[src/rtl/inst_pkg.sv]
// Shared encodings for the instruction packer: opcodes, request formats,
// packer FSM states and the register/function field bundle.
package inst_pkg;

    localparam logic [6:0] OP_BRANCH = 7'b1100011;
    localparam logic [6:0] OP_LOAD   = 7'b0000011;
    localparam logic [6:0] OP_STORE  = 7'b0100011;
    localparam logic [6:0] OP_OPIMM  = 7'b0010011;

    typedef enum logic [1:0] {
        FMT_BRANCH = 2'b00,
        FMT_LOAD   = 2'b01,
        FMT_STORE  = 2'b10,
        FMT_OPIMM  = 2'b11
    } fmt_e;

    typedef enum logic [1:0] {
        S_IDLE  = 2'b00,
        S_ARMED = 2'b01,
        S_WRITE = 2'b10,
        S_DONE  = 2'b11
    } state_e;

    typedef struct packed {
        logic [4:0] rd;
        logic [4:0] rs1;
        logic [4:0] rs2;
        logic [2:0] funct3;
    } fields_t;

endpackage

[src/rtl/imm_pack.sv]
// Combinational instruction word builder plus immediate range check.
module imm_pack
    import inst_pkg::*;
(
    input  fmt_e        fmt,
    input  fields_t     fields,
    input  logic [31:0] imm,
    output logic [31:0] word,
    output logic        range_err
);

    logic w_i_ok;
    logic w_b_ok;

    // 12-bit signed for I/S types; 13-bit signed, even, for branches
    assign w_i_ok = (&imm[31:11]) | ~(|imm[31:11]);
    assign w_b_ok = ((&imm[31:12]) | ~(|imm[31:12])) & ~imm[0];

    always_comb begin
        word      = '0;
        range_err = 1'b0;
        case (fmt)
            FMT_BRANCH: begin
                word = {imm[12], imm[10:5], fields.rs2, fields.rs1, fields.funct3,
                        imm[4:1], imm[11], OP_BRANCH};
                range_err = ~w_b_ok;
            end
            FMT_LOAD: begin
                word = {imm[11:0], fields.rs1, fields.funct3, fields.rd, OP_LOAD};
                range_err = ~w_i_ok;
            end
            FMT_STORE: begin
                word = {imm[11:5], fields.rs2, fields.rs1, fields.funct3,
                        imm[4:0], OP_STORE};
                range_err = ~w_i_ok;
            end
            FMT_OPIMM: begin
                word = {imm[11:0], fields.rs1, fields.funct3, fields.rd, OP_OPIMM};
                range_err = ~w_i_ok;
            end
        endcase
    end

endmodule

[src/rtl/inst_packer.sv]
// Accepts instruction requests, packs them into 32-bit words and writes them
// to sequential instruction-memory addresses; bad immediates are counted and dropped.
module inst_packer
    import inst_pkg::*;
#(
    parameter int ERR_W = 8
) (
    input  logic             clk,
    input  logic             rst_n,
    input  logic             start,
    input  logic [31:0]      base_addr,
    input  logic             req_valid,
    output logic             req_ready,
    input  logic [1:0]       req_fmt,
    input  logic [4:0]       req_rd,
    input  logic [4:0]       req_rs1,
    input  logic [4:0]       req_rs2,
    input  logic [2:0]       req_funct3,
    input  logic [31:0]      req_imm,
    input  logic             req_last,
    output logic             mem_we,
    output logic [31:0]      mem_addr,
    output logic [31:0]      mem_wdata,
    input  logic             mem_ack,
    output logic             busy,
    output logic             done,
    output logic [ERR_W-1:0] err_cnt
);

    state_e           r_state;
    state_e           w_next;
    logic [31:0]      r_addr;
    logic [31:0]      r_word;
    logic             r_last;
    logic [ERR_W-1:0] r_err_cnt;

    fields_t          w_fields;
    logic [31:0]      w_word;
    logic             w_range_err;
    logic             w_accept;
    logic             w_start_ok;

    assign w_fields   = {req_rd, req_rs1, req_rs2, req_funct3};
    assign w_accept   = (r_state == S_ARMED) && req_valid;
    assign w_start_ok = (r_state == S_IDLE) && start;

    imm_pack u_imm_pack (
        .fmt       (fmt_e'(req_fmt)),
        .fields    (w_fields),
        .imm       (req_imm),
        .word      (w_word),
        .range_err (w_range_err)
    );

    always_ff @(posedge clk or negedge rst_n) begin
        if (!rst_n) r_state <= S_IDLE;
        else        r_state <= w_next;
    end

    always_comb begin
        w_next = r_state;
        case (r_state)
            S_IDLE:  if (start) w_next = S_ARMED;
            S_ARMED: begin
                if (req_valid) begin
                    if (w_range_err) w_next = req_last ? S_DONE : S_ARMED;
                    else             w_next = S_WRITE;
                end
            end
            S_WRITE: if (mem_ack) w_next = r_last ? S_DONE : S_ARMED;
            S_DONE:  w_next = S_IDLE;
        endcase
    end

    always_ff @(posedge clk or negedge rst_n) begin
        if (!rst_n) begin
            r_addr    <= '0;
            r_word    <= '0;
            r_last    <= 1'b0;
            r_err_cnt <= '0;
        end else begin
            if (w_start_ok) begin
                r_addr    <= base_addr & 32'hFFFF_FFFC;
                r_err_cnt <= '0;
            end
            if (w_accept) begin
                r_word <= w_word;
                r_last <= req_last;
                if (w_range_err && !(&r_err_cnt))
                    r_err_cnt <= r_err_cnt + ERR_W'(1);
            end
            if ((r_state == S_WRITE) && mem_ack)
                r_addr <= r_addr + 32'd4;
        end
    end

    // Write strobe comes straight from the state register, so reset kills it at once
    assign req_ready = (r_state == S_ARMED);
    assign mem_we    = (r_state == S_WRITE);
    assign busy      = (r_state == S_ARMED) || (r_state == S_WRITE);
    assign done      = (r_state == S_DONE);
    assign mem_addr  = r_addr;
    assign mem_wdata = r_word;
    assign err_cnt   = r_err_cnt;

endmodule

[config.mk]
export PLATFORM = sky130hd
export DESIGN_NAME = inst_packer
export DESIGN_NICKNAME = d
export VERILOG_FILES = /design/src/rtl/inst_pkg.sv /design/src/rtl/imm_pack.sv /design/src/rtl/inst_packer.sv
export SDC_FILE = /design/constraint.sdc
export NUM_CORES = 1
export LEC_CHECK = 0
export CORE_MARGIN = 4
export CORE_UTILIZATION = 46
export DETAILED_ROUTE_END_ITERATION = 10
export PLACE_DENSITY = 0.92
export SYNTH_ARGS = -nofsm -noshare
export SYNTH_HDL_FRONTEND = slang
export SYNTH_SLANG_ARGS = --single-unit
[constraint.sdc]
create_clock -name clk -period 5 [get_ports clk]
set_clock_uncertainty 0.2 [all_clocks]
set_input_delay 1 -clock clk [delete_from_list [all_inputs] [get_ports clk]]
set_output_delay 1 -clock clk [all_outputs]
set_load 0.02 [all_outputs]
=== After elaboration in Yosys (flattened, before gate mapping) ===
Cells that the tools add are included.

* Flip-flop bits (word level): 75
* Latch bits: 0
* RAM bits: 0
* Bits in read-only memories: 0
* Output and inout port bits: 76
* Memories: 0

* Add/subtract/negate cells: 2
* $mul: 0
* Divide/modulo/power cells: 0
* Order comparisons: 0
* Eq/ne operators: 9
* Shift-type cells: 0
* Multiplexer cells: 14
* Bitwise operators: 8
* Reduce and logical (&&, ||, !) cells: 16

{| class="wikitable"
|+ Operators with widths
! operator !! count
|-
| $pmux W32 S4 || 1
|-
| $mux W32 || 2
|-
| $add A32 B3 Y32 const B || 1
|-
| $mux W8 || 3
|-
| $reduce_and A21 Y1 || 1
|-
| $reduce_or A21 Y1 || 1
|-
| $reduce_and A20 Y1 || 1
|-
| $reduce_or A20 Y1 || 1
|-
| $mux W2 || 6
|-
| $add A8 B1 Y8 const B || 1
|-
| $eq A2 B2 Y1 const B || 4
|-
| $pmux W2 S4 || 1
|-
| $reduce_and A8 Y1 || 1
|-
| $not A1 Y1 || 5
|-
| $eq A2 B1 Y1 const B || 2
|-
| $logic_and A1 B1 Y1 || 4
|-
| $logic_not A2 Y1 || 2
|-
| $ne A2 B2 Y1 const B || 2
|-
| $reduce_and A3 Y1 || 1
|-
| $reduce_or A3 Y1 || 1
|-
| $ne A2 B1 Y1 const B || 1
|-
| $or A1 B1 Y1 || 2
|-
| $pmux W1 S2 || 1
|-
| $reduce_bool A2 Y1 || 1
|-
| 3 further kinds || 3
|}

=== Logic depth before layout (Yosys ltp) ===
Gate-level depths: netlist of run 1.

* Depth in word-level cells: 9
* Mapped depth: 8

=== By module ===
From an unflattened synthesis of run 1, not the netlist that was laid out.

* Cells, all modules: 406
* Area total of the unflattened synthesis: 4073.9 µm²

{| class="wikitable"
|+ By module, submodules not included
! module !! times used !! cells each !! area each (µm²)
|-
| inst_packer || 1 || 349 || 3676.0
|-
| imm_pack || 1 || 57 || 397.9
|}

=== Worst setup path after synthesis of run 1 ===
No wires, ideal clock.

* Path kind: input -> register
* From: input port req_fmt[0]
* To: register r_err_cnt[3], in the netlist err_cnt[3]
* Library setup time: 0.126 ns
* Arrival: 2.349 ns
* Required time: 4.674 ns
* Setup slack: 2.325 ns
* Cell stages on the path: 8
* Path buffers: 2
* Path through: buf_6 -> o21ba_1 -> nor3_1 -> a2bb2oi_1 -> o311ai_2 -> buf_4 -> nor3_2 -> a311o_1

* Longest elaborated chain between the ends: 6
* Elaborated cells between the ends (all ways): 9
* Classes of those cells: eq/ne: 3; mux: 3; reduce/logical: 3

{| class="wikitable"
|+ Ends and longest elaborated chain
! what !! line !! source
|-
| from (decl) || inst_packer.sv:14 || <nowiki>input logic [1:0] req_fmt,</nowiki>
|-
| $eq A2 B1 Y1 or $eq A2 B2 Y1 (tied branches) || imm_pack.sv:22 || <nowiki>case (fmt)</nowiki>
|-
| $reduce_or A3 Y1 (no source line) || - ||
|-
| $pmux W1 S2 * || imm_pack.sv:22 ||
|-
| $logic_and A1 B1 Y1 * || inst_packer.sv:89 || <nowiki>if (w_range_err && !(&r_err_cnt))</nowiki>
|-
| $mux W8 * || inst_packer.sv:89 ||
|-
| $mux W8 * || inst_packer.sv:86 || <nowiki>if (w_accept) begin</nowiki>
|-
| to (signal assigned) || inst_packer.sv:90 || <nowiki>r_err_cnt <= r_err_cnt + ERR_W'(1);</nowiki>
|-
| to (decl) || inst_packer.sv:35 || <nowiki>logic [ERR_W-1:0] r_err_cnt;</nowiki>
|}

Every way passes the cells marked *; elsewhere a longest branch is shown, timed or not.
A chain may end at the register's enable or synchronous reset.

=== Worst setup path after layout of run 1 ===
* From: input port req_fmt[0]
* To: register r_err_cnt[1], in the netlist err_cnt[1]

The elaborated chain is that of the path after synthesis.

==> results.yml, run 1 <==
run_status:
  status: "finished clean"
synth:
  synth.avg_cell_area_sq_um: 9.82
  ys_async_sr_fraction_pct: 100
  yosys_warnings: 0
  synthDistinctLibCells: 61
  synth_area_leader_cell: "dfrtp_1"
  synthFlopType: "dfrtp_1"
  synth_area_leaders: "dfrtp_1, mux2_2, nand2_1"
  synth_area_sq_um: 3800
  synth-seq-cells: 70
  ys_seq_area_share_pct: 46.1
  synth-edff-count: 0
  synth_top_area_share_pct: 46.1
  syn_inst: 387
place:
  portBuffers: 159
  gp_congestion: 0.819
  dp_hpwl_um: 8930
power:
  p_switching_mw: 1.31
  clkPwrFrac_pct: 16.1
  power.density_nw_per_um2: 559
  switching_share_pct: 41.4
  p_int_mw: 1.85
  share_comb_of_total_power_pct: 49.9
  vdd_drop_max_mv: 0.338
  p_seq_share_pct: 33.9
  total_leakage_power_nw: 2.25
  p_total_mw: 3.16
route:
  drt_iter0_markers: 177
  wl_um: 11600
  drt_pass1_iterations: 4
  via_count: 3708
  ant_nets: 0
  route.detailed.drc: 0
  wl_per_cell_um: 17.9
  viasPerCell: 5.71
critical_path:
  arrival_ns: 3.73
  crit_buf_inv: 1
  cp_max_fo: 16
  max_stage_delay_ns: 0.79
  critPathKind: "input pin to flop"
  path_cells: "clkdlybuf4s50_1 > o21ai_0 > o21ai_0 > o311ai_2 > or2_1 > o21ai_0"
  worst_path_most_repeated_cell: "o21ai_0"
  start_kind: "input pin"
  crit_family: "compound AO/OA/AOI/OAI gates"
  cp.required_ns: 4.99
  cp-end-kind: "flop"
  crit_slowest_cell: "clkdlybuf4s50_1"
final_layout:
  final_core_util_pct: 71.7
  fillCellCount: 573
  n_antenna_cell: 0
  fin_nets: 639
  layout-drive-gt1-share_pct: 10.4
  areaGrowthSynthToFinish_pct: 48.9
sta:
  fin_setup_tns_ns: 0
  fin_crit_ns: 3.74
  rsz0062_at_grt: "no"
  setup_viol: 0
  post-route-period-util_pct: 74.8
  fmax_mhz: 267
  final_hold_viol_count: 0
  worst_pin_slew_ns: 0.937
  drv_slew: 0
  slew-limit-headroom_pct: 37.5
floorplan:
  core_sq_um: 7890
  rows: 32
  io_pins: 166
  die-area_sq_um: 9780
  initial_core_util_pct: 48.2
  dieWidth_um: 98.9
  die_h_um: 98.9
clocking:
  holdBufCountCts: 0
  clock-root-buffer: "clkbuf_8"
  cts_sinks: 70
  cts_max_level: 3
  ctsLongestPathBuffers: 2
  numCtsBuffers: 9
  cts_resized: 0
  cts_setup_buffers: 0
  clkTransAtPathRegs_ns: 0.08
  clock_latency_ns: 0.34
  cts_tree: "built"
job:
  drv_cap: 0
grt:
  grt-ovfl-total: 0
  grt_pass1_wl_um: 19100
  antenna_found_initial: 0
  grt_max_degree: 42
  gr-usage-all-layers_pct: 23.9
  grt_pass1_vias: 3971
hold_path:
  min-delay-path-class: "flop to flop"
[sequential cells by signal, summed over array words and instances (netlist names)]
| signal | count |
|---|---|
| mem_addr | 30 |
| mem_wdata | 29 |
| err_cnt | 8 |
| r_state | 2 |
| r_last | 1 |
[metrics by stage]
stage                     cell area (sq um)  hold WS (ns)  std cells  worst slack [ns]
final                                  5660         0.298        649              1.26
after floorplan                        3810         0.280        390              2.32
after global placement                 5440         0.261        633              1.12
after CTS                              5660         0.296        649              1.29
after detailed placement               5440         0.279        633             0.926
after global routing                   5660         0.310        649              1.01
[logic make-up (layout without fill, tap and decap cells)]
kind of cell / Yosys count / in the layout / synth area share (%)
AOI/OAI and AO/OA: 99 / 99 / 18.1
muxes: 27 / 27 / 7.64
and+or+nand+nor: 151 / 151 / 21.5
xor gates and xnor gates: 2 / 2 / 0.461
DFF: 70 / 70 / 46.1
buffers and inverters: 30 / 187 / 3.79
adders and majority gates: 7 / 7 / 2.31
other: 1 / 4 / 0.0987
[cell usage after synthesis, types with 3 or more instances]
library cell  instances
o21ai_0              27
nor2_1               35
or2_2                 3
dfrtp_1              70
nor4_2                3
nor4_1                4
nor3_1               12
buf_4                 6
nand2b_1              6
mux2_2               16
clkbuf_1             13
or3_1                 3
a211oi_1             14
inv_1                 9
nand2_1              41
nand4_1               9
and3_1                4
a311oi_1              6
o211ai_1             14
mux2i_1              11
nand3_1              15
a21oi_1              12
ha_1                  7
[power by group through the flow]
stage	clock network [mW]	registers, mW	logic, mW
global placement	0	1.05	1.54
global route	0.541	1.11	1.70
finish	0.510	1.07	1.58
floorplan	0	1.32	0.555
CTS	0.518	1.07	1.59
detailed placement	0	1.08	1.58
[worst reg2reg max path, cell delays in order (launching register included)]
cell	delay, ns
dfrtp_1	0.44
inv_1	0.14
ha_1	0.27
and2_1	0.51
nand4_1	0.40
nor2_1	0.30
a311oi_1	0.14
a211oi_1	0.20
[final timing paths]
check | from | end | slack [ns] | cells past startpoint
min in group asynchronous | rst_n | mem_wdata[11]$_DFFE_PN0P_ | 0.60 | 1
min | mem_wdata[7]$_DFFE_PN0P_ | mem_wdata[7]$_DFFE_PN0P_ | 0.30 | 2
max in group asynchronous | rst_n | mem_addr[22]$_DFFE_PN0P_ | 3.06 | 2
min reg2reg | mem_wdata[7]$_DFFE_PN0P_ | mem_wdata[7]$_DFFE_PN0P_ | 0.30 | 2
max | req_fmt[0] | err_cnt[1]$_DFF_PN0_ | 1.26 | 6
max reg2reg | r_state[0]$_DFFE_PN0P_ | mem_addr[21]$_DFFE_PN0P_ | 2.34 | 7
[layer usage]
layer | routed length (um) | track usage (%) | part of all wire [%]
met2 | 5920 | 41.4 | 51
met1 | 4400 | 26.7 | 38
met5 | 0 | 0 | 0
met3 | 1110 | 9.77 | 9.5
met4 | 198 | 7.77 | 1.7
[area by class of cell]
cell class | instances | area, sq um | area share, %
clock inverter | 7 | 97.6 | 1.72
inverter | 9 | 33.8 | 0.597
timing repair buffer | 162 | 1610 | 28.4
sequential | 70 | 1750 | 31.0
multi-input combinational | 290 | 1910 | 33.8
clock buffer | 9 | 124 | 2.19
tap | 102 | 128 | 2.26
[cell usage in the layout (no fill, tap or decap), drive strengths merged, types with 12 or more instances in the layout]
cell type      Yosys  routed
a211oi            15      15
a21oi             12      12
clkdlybuf4s50      0     158
dfrtp             70      70
mux2              16      16
nand2             41      41
nand3             15      15
nand4             12      12
nor2              37      37
nor3              14      14
o211ai            14      14
o21ai             29      29
Power figures use the tool's default switching activity.
==> inputs of run 2 (changes only) <==
--- a/config.mk
+++ b/config.mk
@@ -6,9 +6,9 @@
 export NUM_CORES = 1
 export LEC_CHECK = 0
 export CORE_MARGIN = 4
-export CORE_UTILIZATION = 46
+export CORE_UTILIZATION = 38
 export DETAILED_ROUTE_END_ITERATION = 10
-export PLACE_DENSITY = 0.92
+export PLACE_DENSITY = 0.81
 export SYNTH_ARGS = -nofsm -noshare
 export SYNTH_HDL_FRONTEND = slang
 export SYNTH_SLANG_ARGS = --single-unit
==> constraint.sdc (replaced) <==
create_clock -name clk -period 3 [get_ports clk]
set_clock_uncertainty 0.2 [all_clocks]
set_input_delay 0.6 -clock clk [delete_from_list [all_inputs] [get_ports clk]]
set_output_delay 0.6 -clock clk [all_outputs]
set_load 0.02 [all_outputs]
==> run 2 against run 1 <==
Net effect: count of clock-buffer cells in the layout rose by 2; register-to-register slack lost 1.8 ns; sequential cell count unchanged; worst setup slack got worse by 0.87 ns; clock power up 89%; highest routed layer unchanged.
==> results.yml, run 2 (synthesized netlist as in run 1, its figures left out) <==
run_status:
  status: "finished clean"
clocking:
  clkTransAtPathRegs_ns: 0.08
  numCtsBuffers: 9
  cts_resized: 0
  clock-root-buffer: "clkbuf_8"
  cts_setup_buffers: 0
  cts_max_level: 3
  cts_tree: "built"
  clock_latency_ns: 0.34
  holdBufCountCts: 0
  ctsLongestPathBuffers: 2
  cts_sinks: 70
route:
  drt_iter0_markers: 121
  wl_per_cell_um: 16.0
  route.detailed.drc: 0
  viasPerCell: 5.30
  drt_pass1_iterations: 4
  via_count: 3649
  ant_nets: 0
  wl_um: 11000
critical_path:
  regToRegSetupSlack_ns: 0.50
  cp-end-kind: "output pin"
  cp_max_fo: 6
  arrival_ns: 1.81
  crit_slowest_cell: "clkdlybuf4s50_1"
  critPathKind: "flop to output pin"
  ff2ff_path_depth: 7
  start_kind: "flop"
  max_stage_delay_ns: 0.66
  r2r_end: "mem_addr[14]$_DFFE_PN0P_"
  path_cells: "inv_1 > ha_1 > clkdlybuf4s50_1"
  r2r-start: "r_state[0]$_DFFE_PN0P_"
  crit_family: "buffers and inverters"
  cp.required_ns: 2.20
  crit_buf_inv: 2
  crit_start: "r_state[1]$_DFFE_PN0P_"
final_layout:
  multi_input_area_sq_um: 1910
  largest_register_ffs: 30
  fin_cells: 688
  areaGrowthSynthToFinish_pct: 52.5
  final_common_cell: "clkdlybuf4s50_1"
  layout-drive-gt1-share_pct: 11.7
  layout_common_cells: "clkdlybuf4s50_1, dfrtp_1, nand2_1"
  regArea_sq_um: 1750
  final_cell_area_sq_um: 5790
  n_antenna_cell: 0
  fin_nets: 647
  fillCellCount: 856
grt:
  gr-usage-all-layers_pct: 19.0
  grt_max_degree: 71
  grt_pass1_vias: 3809
  grt_pass1_wl_um: 17900
  antenna_found_initial: 0
  grt-ovfl-total: 0
job:
  drv_cap: 0
place:
  portBuffers: 159
  placed_area_sq_um: 5540
  pre_cts_ws_ns: 0.0397
  dp_hpwl_um: 8340
  gp_congestion: 0.924
  placedCellCount: 672
hold_path:
  min-delay-path-class: "input pin to asynchronous set/reset pin"
floorplan:
  initial_core_util_pct: 38.9
  die-area_sq_um: 11700
  io_pins: 166
  rows: 36
  core_sq_um: 9770
  dieWidth_um: 108
  die_h_um: 108
sta:
  rsz0062_at_grt: "no"
  fin_crit_ns: 2.61
  drv_slew: 0
  setup_ws_ns: 0.389
  worst_pin_slew_ns: 0.904
  fin_setup_tns_ns: 0
  setup_viol: 0
  slew-limit-headroom_pct: 39.7
  post-route-period-util_pct: 87.0
  fmax_mhz: 383
  final_hold_viol_count: 0
power:
  power.density_nw_per_um2: 926
  p_total_mw: 5.36
  vdd_drop_max_mv: 0.486
  total_leakage_power_nw: 2.30
[run 2: cell types whose count changed in the layout (fill, tap and decap cells not counted), sizes merged]
| cell | delta |
|---|---|
| buf | +8 |
| clkbuf | +2 |
| clkinv | -2 |
| bufinv | +1 |
| inv | -1 |
[run 2: how the worst max path moves through the flow]
stage	to	slack (ns)	cells after the start
2_1_floorplan	err_cnt[3]$_DFF_PN0_	0.72	8
3_3_place_gp	err_cnt[3]$_DFF_PN0_	0.09	8
3_5_place_dp	err_cnt[3]$_DFF_PN0_	0.04	7
4_1_cts	req_ready	0.35	3
5_1_grt	req_ready	0.26	3
6_report	req_ready	0.39	3
[run 2: where the power goes]
part           total (mW)  internal, mW  switching, mW
clock network       0.963         0.598          0.365
logic                2.63          1.27           1.36
registers            1.77          1.36          0.410
[run 2: final cells by class]
class                      instances  area share (%)
clock buffer                      11            2.61
clock inverter                     5            1.81
inverter                           9           0.583
multi-input combinational        290            33.0
sequential                        70            30.2
tap                              133            2.87
timing repair buffer             170            28.8
[run 2: through the flow]
| step | utilization [%] | hold slack, ns |
|---|---|---|
| floorplan | - | 0.104 |
| global placement | 56.7 | 0.261 |
| detailed placement | 56.7 | 0.270 |
| CTS | 59.3 | 0.217 |
| global route | 59.3 | 0.262 |
| finish | 59.3 | 0.195 |
[run 2: layer usage]
metal / GRT usage [%] / vias to the layer above / routed length (um)
met1: 22.4 / 1748 / 4380
met2: 33.4 / 133 / 5600
met4: 6.22 / 0 / 153
met3: 5.25 / 15 / 885
li1: - / 1753 / -
met5: 0 / - / 0
==> inputs of run 3 (changes only) <==
--- a/config.mk
+++ b/config.mk
@@ -8,6 +8,7 @@
 export CORE_MARGIN = 4
 export CORE_UTILIZATION = 38
 export DETAILED_ROUTE_END_ITERATION = 10
+export HOLD_SLACK_MARGIN = 0.08
 export PLACE_DENSITY = 0.81
 export SYNTH_ARGS = -nofsm -noshare
 export SYNTH_HDL_FRONTEND = slang
==> results of run 3 <==
The final DEF is identical to that of run 2; final timing and power are the same.
